<file path="config.mk">
export PLATFORM = sky130hd
export DESIGN_NAME = mem_rr_arbiter
export DESIGN_NICKNAME = d
export VERILOG_FILES = /design/src/rtl/mem_rr_arbiter.sv
export SDC_FILE = /design/constraint.sdc
export NUM_CORES = 1
export LEC_CHECK = 0
export BUFFER_PORTS_ARGS = -buffer_cell sky130_fd_sc_hd__buf_2
export CORE_MARGIN = 1
export CORE_UTILIZATION = 38
export DETAILED_ROUTE_END_ITERATION = 8
export PLACE_DENSITY = 0.76
export SYNTH_ARGS = -nofsm -noshare
export SYNTH_HDL_FRONTEND = slang
export SYNTH_SLANG_ARGS = --single-unit
</file>
<file path="constraint.sdc">
create_clock -name clk -period 1.4 [get_ports clk]
set_input_delay 0.14 -clock clk [delete_from_list [all_inputs] [get_ports clk]]
set_output_delay 0.14 -clock clk [all_outputs]
set_load 0.05 [all_outputs]
</file>
<file path="src/rtl/mem_rr_arbiter.sv">
// Round-robin arbiter that shares one synchronous-read single-port memory between
// requesters A and B, and clears every word to INIT_VAL after each reset.
module mem_rr_arbiter #(
  parameter int                ADDR_W   = 3,
  parameter int                DATA_W   = 16,
  parameter logic [DATA_W-1:0] INIT_VAL = '0
) (
  input  logic              clk,
  input  logic              rst_n,
  input  logic              a_req,
  input  logic              a_we,
  input  logic [ADDR_W-1:0] a_addr,
  input  logic [DATA_W-1:0] a_wdata,
  output logic              a_gnt,
  output logic              a_rvalid,
  output logic [DATA_W-1:0] a_rdata,
  input  logic              b_req,
  input  logic              b_we,
  input  logic [ADDR_W-1:0] b_addr,
  input  logic [DATA_W-1:0] b_wdata,
  output logic              b_gnt,
  output logic              b_rvalid,
  output logic [DATA_W-1:0] b_rdata,
  output logic              mem_cs,
  output logic              mem_we,
  output logic [ADDR_W-1:0] mem_addr,
  output logic [DATA_W-1:0] mem_din,
  input  logic [DATA_W-1:0] mem_dout,
  output logic              init_done,
  output logic              fsm_state
);

  typedef enum logic {ST_INIT = 1'b0, ST_RUN = 1'b1} state_t;

  state_t            state;
  logic [ADDR_W-1:0] init_cnt;
  logic              rr_b;
  logic              rd_v;
  logic              rd_b;
  logic              run;
  logic              sel_b;

  assign fsm_state = (state == ST_RUN);
  assign run       = rst_n && (state == ST_RUN);

  // Handshake: req acts as valid and gnt as ready; an access transfers in any
  // cycle where both are high, and the requester holds we/addr/wdata until then.
  always_comb begin
    sel_b = 1'b0;
    if (a_req && b_req) sel_b = rr_b;
    else                sel_b = b_req;
  end

  assign a_gnt = run && a_req && !sel_b;
  assign b_gnt = run && b_req && sel_b;

  always_comb begin
    mem_cs   = 1'b0;
    mem_we   = 1'b0;
    mem_addr = '0;
    mem_din  = '0;
    if (rst_n) begin
      if (state == ST_INIT) begin
        mem_cs   = 1'b1;
        mem_we   = 1'b1;
        mem_addr = init_cnt;
        mem_din  = INIT_VAL;
      end else if (a_gnt) begin
        mem_cs   = 1'b1;
        mem_we   = a_we;
        mem_addr = a_addr;
        mem_din  = a_wdata;
      end else if (b_gnt) begin
        mem_cs   = 1'b1;
        mem_we   = b_we;
        mem_addr = b_addr;
        mem_din  = b_wdata;
      end
    end
  end

  always_ff @(posedge clk or negedge rst_n) begin
    if (!rst_n) begin
      state     <= ST_INIT;
      init_cnt  <= '0;
      init_done <= 1'b0;
    end else begin
      case (state)
        ST_INIT: begin
          init_cnt <= init_cnt + 1'b1;
          if (&init_cnt) begin
            state     <= ST_RUN;
            init_done <= 1'b1;
          end
        end
        ST_RUN: state <= ST_RUN;
        default: state <= ST_INIT;
      endcase
    end
  end

  // The pointer names whoever lost the last grant; idle cycles leave it alone.
  always_ff @(posedge clk or negedge rst_n) begin
    if (!rst_n)     rr_b <= 1'b0;
    else if (a_gnt) rr_b <= 1'b1;
    else if (b_gnt) rr_b <= 1'b0;
  end

  // Stage 1 (rd_v/rd_b) marks the read the memory answers this cycle; stage 2
  // is the per-requester rvalid/rdata registers loaded from mem_dout.
  always_ff @(posedge clk or negedge rst_n) begin
    if (!rst_n) begin
      rd_v     <= 1'b0;
      rd_b     <= 1'b0;
      a_rvalid <= 1'b0;
      b_rvalid <= 1'b0;
      a_rdata  <= '0;
      b_rdata  <= '0;
    end else begin
      rd_v     <= (a_gnt && !a_we) || (b_gnt && !b_we);
      rd_b     <= b_gnt;
      a_rvalid <= rd_v && !rd_b;
      b_rvalid <= rd_v && rd_b;
      if (rd_v && !rd_b) a_rdata <= mem_dout;
      if (rd_v && rd_b)  b_rdata <= mem_dout;
    end
  end

endmodule

</file>
# After elaboration in Yosys (flattened, before gate mapping)
# Cells that the tools add are included.
dict set report totals {
  wordCells 51
  ff_bits 42
  out_inout_bits 59
}
dict set report classes {
  reduce_logical 18
  add_sub_neg 1
  bitwise_logic 1
  mux 21
}
# operator count
set ops {}
lappend ops {{2-to-1 mux 16 bit} 4}
lappend ops {{2-to-1 mux 1 bit} 12}
lappend ops {{2-to-1 mux 3 bit} 4}
lappend ops {{logical AND 1 bit} 10}
lappend ops {{zero test 1 bit} 4}
lappend ops {{AND reduction 4 bit} 1}
lappend ops {{adder 3 x 1 -> 3 bit, second input constant} 1}
lappend ops {{AND reduction 3 bit} 1}
lappend ops {{case mux 1 bit (2 select lines)} 1}
lappend ops {{nonzero test 2 bit} 1}
lappend ops {{logical OR 1 bit} 1}
lappend ops {{inverter 1 bit} 1}

# Depth between registers and ports, before layout
# Gate-level depths: netlist (run 1).
dict set report depth {
  depth_word 7
  mapped_depth 6
}

# Least setup slack after synthesis (run 1)
# No wires, ideal clock.
dict set report synth_timing {
  path_kind {register -> output}
  start {register state, in the netlist fsm_state}
  end {output mem_we}
  slack_ns -0.767
  arrival_time_ns 2.027
  stages_incl_launch_ff 5
  n_path_buf 1
  path_cell_list {dfrtp_1 > buf_6 > inv_1 > a31oi_1 > a21boi_0}
}
dict set report synth_between {
  elab_chain_len 7
}
# item line_no
set synth_rtl {}
lappend synth_rtl {{start, declared} 35} ;# state_t state;
lappend synth_rtl {{start signal, assigned} 84} ;# state <= ST_INIT;
lappend synth_rtl {{start signal, assigned} 92} ;# state <= ST_RUN;
lappend synth_rtl {{start signal, assigned} 96} ;# ST_RUN: state <= ST_RUN;
lappend synth_rtl {{logical AND 1 bit} 44} ;# assign run = rst_n && (state == ST_RUN);
lappend synth_rtl {{logical AND 1 bit (2 in a row)} 55} ;# assign b_gnt = run && b_req && sel_b;
lappend synth_rtl {{2-to-1 mux 1 bit} 73} ;# end else if (b_gnt) begin
lappend synth_rtl {{2-to-1 mux 1 bit} 68} ;# end else if (a_gnt) begin
lappend synth_rtl {{2-to-1 mux 1 bit *} 63} ;# if (state == ST_INIT) begin
lappend synth_rtl {{2-to-1 mux 1 bit *} 62} ;# if (rst_n) begin
lappend synth_rtl {{end, declared} 25} ;# output logic mem_we,
# Mark *: on every way between the ends. The rest lies on a longest branch, timed or not.

# Worst setup path in the final report (run 1)
dict set report layout_timing {
  start {register state, in the netlist fsm_state}
  end {output mem_addr[1]}
}
dict set report layout_between {
  elab_chain_len 7
}
# item line_no
set layout_rtl {}
lappend layout_rtl {{logical AND 1 bit} 44}
lappend layout_rtl {{logical AND 1 bit (2 in a row)} 55}
lappend layout_rtl {{2-to-1 mux 3 bit} 73}
lappend layout_rtl {{2-to-1 mux 3 bit} 68}
lappend layout_rtl {{2-to-1 mux 3 bit *} 63}
lappend layout_rtl {{2-to-1 mux 3 bit *} 62}
lappend layout_rtl {{end, declared} 26} ;# output logic [ADDR_W-1:0] mem_addr,
# Marks and branches as above.

==> summary.txt, run 1 <==
Status
  • Status: finished with violations
  • Failing checks: setup timing

Clocking
  • # H-tree levels: 2
  • CTS tree: done
  • Clock latency on the worst-skew pair: 290 ps
  • CTS Root Cell: clkbuf_8
  • Clk sinks: 42
  • Clk buf depth: 2
  • CTS buffer count: 5
  • Clk pin slew, worst setup/hold paths: 80 ps

Global routing
  • Met3 Use GR: 0.0380
  • Largest net degree at the start of global routing: 24
  • Vias in the first global route: 1754
  • Overall Global Routing Usage: 0.207
  • Met1 usage: 0.243
  • Met2 GRT Util: 0.373
  • Gr busiest metal: met2
  • Initial antenna violation count: 0
  • First-pass GRT wire length: 8180 µm
  • GRT Residual Overflow: 0

Die
  • Core footprint: 0.00450 mm²
  • Die X: 71.7 µm
  • Rows: 24
  • Boundary Pins: 119
  • Initial Utilization: 0.409
  • Die Ht: 71.7 µm
  • Die area: 0.00514 mm²

Critical path
  • Cell family with most CP delay: flip-flops
  • Crit path max fanout: 5
  • Worst path cell trace: and2_4, nand3_4, inv_6, buf_12, a221o_2, buf_6
  • Setup crit end kind: primary output
  • Critical path's slowest cell: dfrtp_2
  • Critical Path RT: 1260 ps
  • CP arrival: 1620 ps
  • Largest stage delay, worst path: 410 ps
  • Worst Path Buf+Inv: 3
  • WS Path Type: reg -> out
  • CP startpoint kind: register

STA
  • Setup TNS: -6970 ps
  • Fin Clk Skew: 1.98 ps
  • Fmax: 0.567 GHz
  • Slew Viols, Final: 0
  • RSZ-0062 raised after global routing: yes
  • Minimum clock period: 1760 ps
  • Hold Slack: 72.6 ps
  • Hold Vio Cnt, Final: 0
  • Tcrit/Tclk final: 1.26
  • Slew @ Worst Pin: 875 ps
  • Setup violators final: 23
  • Setup WS post-layout: -365 ps
  • Worst slew margin: 0.417

Synth
  • Dominant cell type by area after synthesis: dfrtp_1
  • Yosys cell types: 24
  • FF+latch count, synth: 42
  • Largest cells by area after synthesis: dfrtp_1 (57%), mux2_2 (21%), a22o_1 (7.6%)
  • Synthesized instance count: 131
  • Syn. warnings: 0
  • Post-synthesis sequential area ratio: 0.570
  • Synthesized area: 0.00184 mm²
  • Synth Net Count: 193
  • Post-synth top area share: 0.570
  • Avg Cell Area, Syn: 14.1 µm²

Placement
  • Post-DP HPWL: 3670 µm
  • Pre-CTS WS: -80.1 ps
  • RePlAce Congestion: 0.745
  • Port bufs: 118
  • Cell count after placement: 305
  • Placed cell area: 0.00268 mm²

Hold path
  • Hold Path Class: in -> reg

Finish
  • Nets: 336
  • Most common cell after layout, fill and taps aside: buf_2
  • Inserted Diodes: 0
  • Non-Filler Instances: 327
  • Layout cells sized above 1: 0.775
  • Final Core Density: 0.702
  • Area grow syn2layout: 71.5%
  • Final instance area: 0.00316 mm²
  • Most frequent cells in the layout: buf_2 (94), dfrtp_1 (41), mux2_2 (34), buf_6 (22), buf_4 (15)
  • Biggest regs: a_rdata x16, b_rdata x16, init_cnt x3

Route
  • Total Routed Length: 5360 µm
  • Vias/cell: 5.12
  • Remaining DRCs: 0
  • Initial DRC count: 77
  • Drt wl/cell: 16.4 µm
  • Routed Antenna Nets: 0
  • DR pass1 iterations: 4
  • Via Count: 1673

Pwr
  • Leak: 1.63 nW
  • Power density cells: 1540 mW/mm²
  • Total Power: 4.86 mW
  • Worst vdd ir: 0.680 mV

Job
  • Maxcap violations: 0
[logic make-up (layout without fill, tap and decap cells)]
| logic type | count (synthesis) | count (layout) | share of synthesized area |
|---|---|---|---|
| and+or+nand+nor | 13 | 13 | 0.0461 |
| AOI/OAI and AO/OA | 26 | 26 | 0.119 |
| muxes | 34 | 34 | 0.208 |
| adders and majority gates | 2 | 2 | 0.0136 |
| xor gates and xnor gates | 1 | 1 | 0.00475 |
| buffers and inverters | 13 | 157 | 0.0387 |
| DFF | 42 | 42 | 0.570 |
[worst reg2reg max path, stage by stage, from the launching register on]
cell and delay, ps:
dfrtp_1 430, ha_1 240, ha_1 270, mux2_2 250
[final timing paths]
| path | start | endpoint | slack, ps | cells after the start |
|---|---|---|---|---|
| worst max-delay path | fsm_state | mem_addr[1] | -360 | 6 |
| worst min-delay path | b_we | rd_v | 70 | 2 |
| worst max register to register | init_cnt[0] | init_cnt[2] | 100 | 3 |
| worst min register to register | a_rdata[8] | a_rdata[8] | 500 | 1 |
| max in group asynchronous | rst_n | fsm_state | 480 | 3 |
| min in group asynchronous | rst_n | b_rdata[0] | 330 | 3 |
[cell usage after synthesis]
cell type,count
a21boi_0,1
a21oi_1,1
a221o_1,3
a22o_1,16
a31oi_1,2
a41o_1,1
and2_1,3
and2_4,1
buf_2,6
buf_6,2
dfrtp_1,42
ha_1,2
inv_1,4
inv_2,1
mux2_2,34
nand2_1,2
nand2b_1,2
nand3_1,1
nand3_2,2
nor2b_1,1
o22ai_1,1
o31a_1,1
or2_2,1
xnor2_1,1
[power by group]
group / total, mW / switching, mW / internal [mW] / leakage [nW]
combinational: 2.42 / 1.65 / 0.762 / 1.09
sequential: 1.65 / 0.131 / 1.51 / 0.497
clock: 0.804 / 0.406 / 0.398 / 0.0482
[what timing repair did]
action	CTS	global route
hold buffers	2	0
gates resized for setup	61	11
setup endpoints to repair	23	25
pin swaps	2	2
cloned	1	1
endpoints found under the hold margin	42	0
setup buffers	5	5
[layout make-up]
class / count / area [µm²]
multi-input combinational: 76 / 857
fill: 311 / 1340
clock inverter: 1 / 5.00
inverter: 5 / 31.3
timing repair buffer: 144 / 1070
clock buffer: 7 / 86.3
sequential: 42 / 1050
tap: 52 / 65.1
[metal layers]
metal,routed length [µm],vias up
met5,0,-
met4,105,0
met3,322,9
met2,2800,85
met1,2130,813
li1,-,766
No activity file was read; power rests on OpenSTA's default activity.
==> run 2, diff against run 1 <==
SKIP_LAST_GASP = 1   (was default)
==> run 2 against run 1 <==
The flow still finishes with violations (setup timing). Register-to-register slack about the same. Total power hardly changed. Final area decreased by 0.24%. Hold slack got worse by 6.0 ps. Sequential share of layout area is 0.079 points higher. Clock skew rose by 1.7 ps. Critical path depth unchanged. Maximum frequency decreased by 0.16%. Global-route usage about the same. Clock-buffer cell count stayed put. Largest cell class unchanged.
==> summary.txt, run 2 (synthesis gave the netlist of run 1 again) <==
Critical path
  • WS Path Type: reg -> out
  • Worst setup path endpoint: mem_addr[1]
  • Reg2reg start: init_cnt[0]
  • Setup crit end kind: primary output
  • CP arrival: 1630 ps (about the same)
  • Critical Path Stages: 6 (unchanged)
  • Worst path cell trace: and2_4, nand3_4, inv_6, buf_12, a221o_2, buf_6
  • Largest stage delay, worst path: 410 ps (about the same)
  • Crit path max fanout: 5 (unchanged)
  • Reg2Reg Setup Slack: 100 ps (about the same)
  • Critical path's slowest cell: dfrtp_2
  • Cell family with most CP delay: flip-flops
  • RR Endpoint: init_cnt[2]
  • Worst Reg-to-Reg Cells: 3 (unchanged)
  • Critical Path RT: 1260 ps (about the same)
  • CP startpoint kind: register
  • Worst Path Buf+Inv: 3 (unchanged)
  • Worst Setup SP: fsm_state

Hold path
  • Hold Crit Start: b_we
  • Hold Path Class: in -> reg

STA
  • Fmax: 0.566 GHz (-0.16%)
  • Fin Clk Skew: 3.66 ps (+1.68 ps)
  • Slew @ Worst Pin: 875 ps (+0.549 ps)
  • Worst slew margin: 0.416 (about the same)
  • Minimum clock period: 1770 ps (+2.76 ps)
  • Tcrit/Tclk final: 1.26 (+0.00197)
  • Hold Vio Cnt, Final: 0 (unchanged)
  • Setup TNS: -7050 ps (-83.4 ps)
  • Slew Viols, Final: 0 (unchanged)
  • Setup violators final: 23 (unchanged)
  • RSZ-0062 raised after global routing: yes
  • Hold Slack: 66.7 ps (-5.98 ps)
  • Setup WS post-layout: -367 ps (-2.76 ps)

Placement
  • Pre-CTS WS: -80.1 ps (unchanged)
  • Port bufs: 118 (unchanged)
  • RePlAce Congestion: 0.745 (unchanged)
  • Cell count after placement: 305 (unchanged)
  • Post-DP HPWL: 3670 µm (unchanged)

Global routing
  • Overall Global Routing Usage: 0.207 (-0.000301)
  • First-pass GRT wire length: 8170 µm (-0.17%)
  • Largest net degree at the start of global routing: 24 (unchanged)
  • GRT Residual Overflow: 0 (unchanged)
  • Initial antenna violation count: 0 (unchanged)
  • Vias in the first global route: 1748 (-0.34%)

Clocking
  • # H-tree levels: 2 (unchanged)
  • Clk sinks: 42 (unchanged)
  • CTS Root Cell: clkbuf_8
  • Clk pin slew, worst setup/hold paths: 80 ps (about the same)
  • CTS buffer count: 5 (unchanged)
  • Clock latency on the worst-skew pair: 290 ps (about the same)
  • CTS tree: done
  • Clk buf depth: 2 (unchanged)

Die
  • Die Ht: 71.7 µm (unchanged)
  • Die X: 71.7 µm (unchanged)
  • Initial Utilization: 0.409 (unchanged)
  • Core footprint: 0.00450 mm² (unchanged)
  • Rows: 24 (unchanged)
  • Die area: 0.00514 mm² (unchanged)
  • Boundary Pins: 119 (unchanged)

Route
  • Total Routed Length: 5330 µm (-0.56%)
  • Remaining DRCs: 0 (unchanged)
  • Initial DRC count: 70 (-9.1%)
  • Vias/cell: 5.10 (-0.30%)
  • Routed Antenna Nets: 0 (unchanged)
  • DR pass1 iterations: 4 (unchanged)
  • Via Count: 1668 (-0.30%)
  • Drt wl/cell: 16.3 µm (-0.56%)

Finish
  • Nets: 336 (unchanged)
  • Area grow syn2layout: 71.1%
  • Non-Filler Instances: 327 (unchanged)
  • Most common cell after layout, fill and taps aside: buf_2
  • Fillcell total: 314 (+0.96%)
  • Most frequent cells in the layout: buf_2 (94), dfrtp_1 (41), mux2_2 (34), buf_6 (20), buf_4 (17)
  • Inserted Diodes: 0 (unchanged)
  • Biggest regs: a_rdata x16, b_rdata x16, init_cnt x3
  • Final Core Density: 0.701 (-0.00167)
  • Layout cells sized above 1: 0.775 (unchanged)

Pwr
  • Worst vdd ir: 0.683 mV (+0.47%)
  • Power density cells: 1540 mW/mm² (+0.20%)
  • Leak: 1.63 nW (-0.11%)

Status
  • Status: finished with violations
  • Failing checks: setup timing

Job
  • Maxcap violations: 0 (unchanged)
[run 2: cell counts in the layout (fill, tap and decap cells not counted)]
Identical to the previous run, type by type.
[run 2: per-stage QoR]
stage	power, mW	area (µm²)
after detailed placement	3.93	2680
after global placement	3.89	2680
final	4.86	3160
after floorplan	3.34	1950
after CTS	4.85	3050
after global routing	5.07	3160
[run 2: repair_timing]
action | CTS | global route
setup endpoints to repair | 23 | 25
hold endpoints to repair | 42 | 0
gates resized for setup | 58 | 13
hold buffers | 2 | 0
pin swaps | 2 | 2
setup buffers | 5 | 5
gates cloned | 1 | 1
[run 2: worst register-to-register path: cells and delay by family, from the launching register on]
family / cells / cell delay, ps
flops: 1 / 430
fa+ha+maj: 2 / 510
mux: 1 / 250
[run 2: final cells by class]
| type | count | area (µm²) | area share |
|---|---|---|---|
| well taps | 52 | 65.1 | 0.0206 |
| inverters | 5 | 31.3 | 0.00991 |
| repair buffers | 144 | 1060 | 0.335 |
| flip-flops and latches | 42 | 1050 | 0.333 |
| clock buffers | 7 | 86.3 | 0.0274 |
| clock inverters | 1 | 5.00 | 0.00159 |
| multi-input cells | 76 | 857 | 0.272 |
[run 2: worst min-delay path by stage]
stage | endpoint | slack [ps] | cells after the start
floorplan | a_rdata[0] | -160 | 0
global placement | a_rdata[15] | 200 | 2
detailed placement | b_rdata[14] | 190 | 2
CTS | rd_v | 50 | 2
global route | rd_v | 50 | 2
finish | rd_v | 70 | 2
[run 2: layer usage]
metal	routed length [µm]	part of all wire	up-vias	track usage
met1	2100	0.39	805	0.243
li1	-	-	769	-
met3	320	0.060	9	0.0380
met5	0	0	-	0
met4	104	0.020	0	0.0806
met2	2800	0.53	85	0.373
[run 2: power by group]
group	total, mW	internal (mW)	switching [mW]
Combinational	2.41	0.759	1.65
Sequential	1.65	1.51	0.131
Clock	0.807	0.398	0.409
Total	4.86	2.67	2.19
==> run 3, diff against run 2 <==
CTS_BUF_LIST = sky130_fd_sc_hd__clkbuf_16   (was default)
==> run 3 against run 2 <==
The flow still finishes with violations (setup timing). Combinational power barely moved. Final area fell by 1.1%. First-iteration DRC count fell by 16%. Die area did not move. Clock power rose by 33%. Final cell count fell by 2.4%. Critical path type unchanged.
==> summary.txt, run 3 (synthesis gave the netlist of run 1 again) <==
Die
  • Die area: 0.00514 mm² (unchanged)
  • Initial Utilization: 0.409 (unchanged)
  • Core footprint: 0.00450 mm² (unchanged)
  • Rows: 24 (unchanged)
  • Die X: 71.7 µm (unchanged)
  • Boundary Pins: 119 (unchanged)
  • Die Ht: 71.7 µm (unchanged)

Pwr
  • Power density cells: 1640 mW/mm² (+6.4%)
  • Total Power: 5.12 mW (+5.2%)
  • Leak: 1.61 nW (-1.5%)
  • Worst vdd ir: 0.771 mV (+13%)

Critical path
  • Critical Path RT: 1260 ps (about the same)
  • WS Path Type: reg -> out
  • Reg2reg start: init_cnt[0]
  • Crit path max fanout: 5 (unchanged)
  • CP arrival: 1610 ps (-20 ps)
  • RR Endpoint: init_cnt[2]
  • CP startpoint kind: register
  • Worst Reg-to-Reg Cells: 3 (unchanged)
  • Reg2Reg Setup Slack: 130 ps (+30 ps)
  • Setup crit end kind: primary output

Hold path
  • Hold Path Class: in -> async

Global routing
  • GRT Residual Overflow: 0 (unchanged)
  • Initial antenna violation count: 0 (unchanged)
  • Vias in the first global route: 1708 (-2.3%)
  • Overall Global Routing Usage: 0.207 (+0.000602)
  • First-pass GRT wire length: 8130 µm (-0.50%)
  • Largest net degree at the start of global routing: 24 (unchanged)

STA
  • Fmax: 0.573 GHz (+1.2%)
  • Worst slew margin: 0.436 (+0.0200)
  • Slew Viols, Final: 0 (unchanged)
  • Setup WS post-layout: -346 ps (+21.0 ps)
  • Setup violators final: 23 (unchanged)
  • Minimum clock period: 1750 ps (-21.0 ps)
  • RSZ-0062 raised after global routing: yes
  • Tcrit/Tclk final: 1.25 (-0.0150)
  • Hold Slack: 12.1 ps (-54.5 ps)
  • Hold Vio Cnt, Final: 0 (unchanged)
  • Fin Clk Skew: 3.16 ps (-0.509 ps)
  • Slew @ Worst Pin: 845 ps (-30.0 ps)

Finish
  • Inserted Diodes: 0 (unchanged)
  • Final Core Density: 0.693 (-0.00778)
  • Area grow syn2layout: 69.2%
  • Biggest regs: a_rdata x16, b_rdata x16, init_cnt x3
  • Most frequent cells in the layout: buf_2 (95), dfrtp_1 (41), mux2_2 (34), buf_6 (20)
  • Most common cell after layout, fill and taps aside: buf_2
  • Nets: 328 (-2.4%)
  • Layout cells sized above 1: 0.772 (-0.00301)
  • Non-Filler Instances: 319 (-2.4%)

Placement
  • RePlAce Congestion: 0.745 (unchanged)
  • Port bufs: 118 (unchanged)
  • Post-DP HPWL: 3670 µm (unchanged)
  • Cell count after placement: 305 (unchanged)
  • Pre-CTS WS: -80.1 ps (unchanged)

Clocking
  • # H-tree levels: 2 (unchanged)
  • CTS buffer count: 5 (unchanged)
  • Clk pin slew, worst setup/hold paths: 60 ps (-20 ps)
  • CTS Root Cell: clkbuf_16
  • Clk sinks: 42 (unchanged)
  • CTS tree: done
  • Clk buf depth: 2 (unchanged)
  • Clock latency on the worst-skew pair: 280 ps (about the same)

Route
  • Remaining DRCs: 0 (unchanged)
  • DR pass1 iterations: 4 (unchanged)
  • Total Routed Length: 5140 µm (-3.4%)
  • Initial DRC count: 59 (-16%)
  • Vias/cell: 5.07 (-0.63%)
  • Via Count: 1617 (-3.1%)
  • Routed Antenna Nets: 0 (unchanged)
  • Drt wl/cell: 16.1 µm (-0.98%)

Job
  • Maxcap violations: 0 (unchanged)

Status
  • Failing checks: setup timing
  • Status: finished with violations
[run 3: cell count changes in the layout (fill, tap and decap cells not counted), moves of 2 or more]
cell       previous run  this run
buf_4                17        11
clkbuf_8              6         0
clkbuf_16             1         6
buf_8                 4         2
[run 3: layout make-up]
cell class                 instances  area [µm²]
inverter                           5        31.3
tap                               52        65.1
clock buffer                       5         125
sequential                        42        1050
timing repair buffer             136         978
clock inverter                     3        12.5
multi-input combinational         76         856
fill                             326        1380
[run 3: how the worst max path moves through the flow]
stage               slack [ps]  startpoint          end  cells past startpoint
detailed placement         -80   fsm_state  mem_addr[1]                      6
floorplan                 -250   fsm_state  mem_addr[0]                      6
global route              -370   fsm_state  mem_addr[1]                      6
global placement           -70   fsm_state  mem_addr[0]                      6
CTS                       -340   fsm_state  mem_addr[0]                      6
finish                    -350   fsm_state  mem_addr[1]                      6
[run 3: timing repair]
item | CTS | global route
setup endpoints to repair | 23 | 42
endpoints found under the hold margin | 19 | 0
setup buffers | 2 | 1
gates cloned | 1 | 1
hold buffers | 1 | 0
resized for setup | 55 | 9
pin swaps | 1 | 4
[run 3: routing by layer]
layer	track usage	wire length, µm	up-vias
met5	0	0	-
met1	0.243	1990	770
met3	0.0436	322	7
li1	-	-	753
met4	0.0763	80	0
met2	0.373	2750	87
[run 3: power by group]
group          internal, mW  total, mW  switching, mW
logic                 0.746       2.40           1.65
clock network         0.644       1.07          0.426
registers              1.52       1.65          0.133
total                  2.91       5.12           2.21
[run 3: per-stage QoR]
| step | TNS, ps | cell area (µm²) |
|---|---|---|
| finish | -5700 | 3120 |
| global placement | -628 | 2680 |
| detailed placement | -774 | 2680 |
| floorplan | -3790 | 1950 |
| CTS | -5500 | 3050 |
| global route | -6740 | 3120 |
[run 3: critical path: stages (launching register included)]
cell	delay, ps
dfrtp_2	400
and2_4	160
nand3_4	80
inv_6	50
buf_12	120
a221o_2	360
buf_6	160
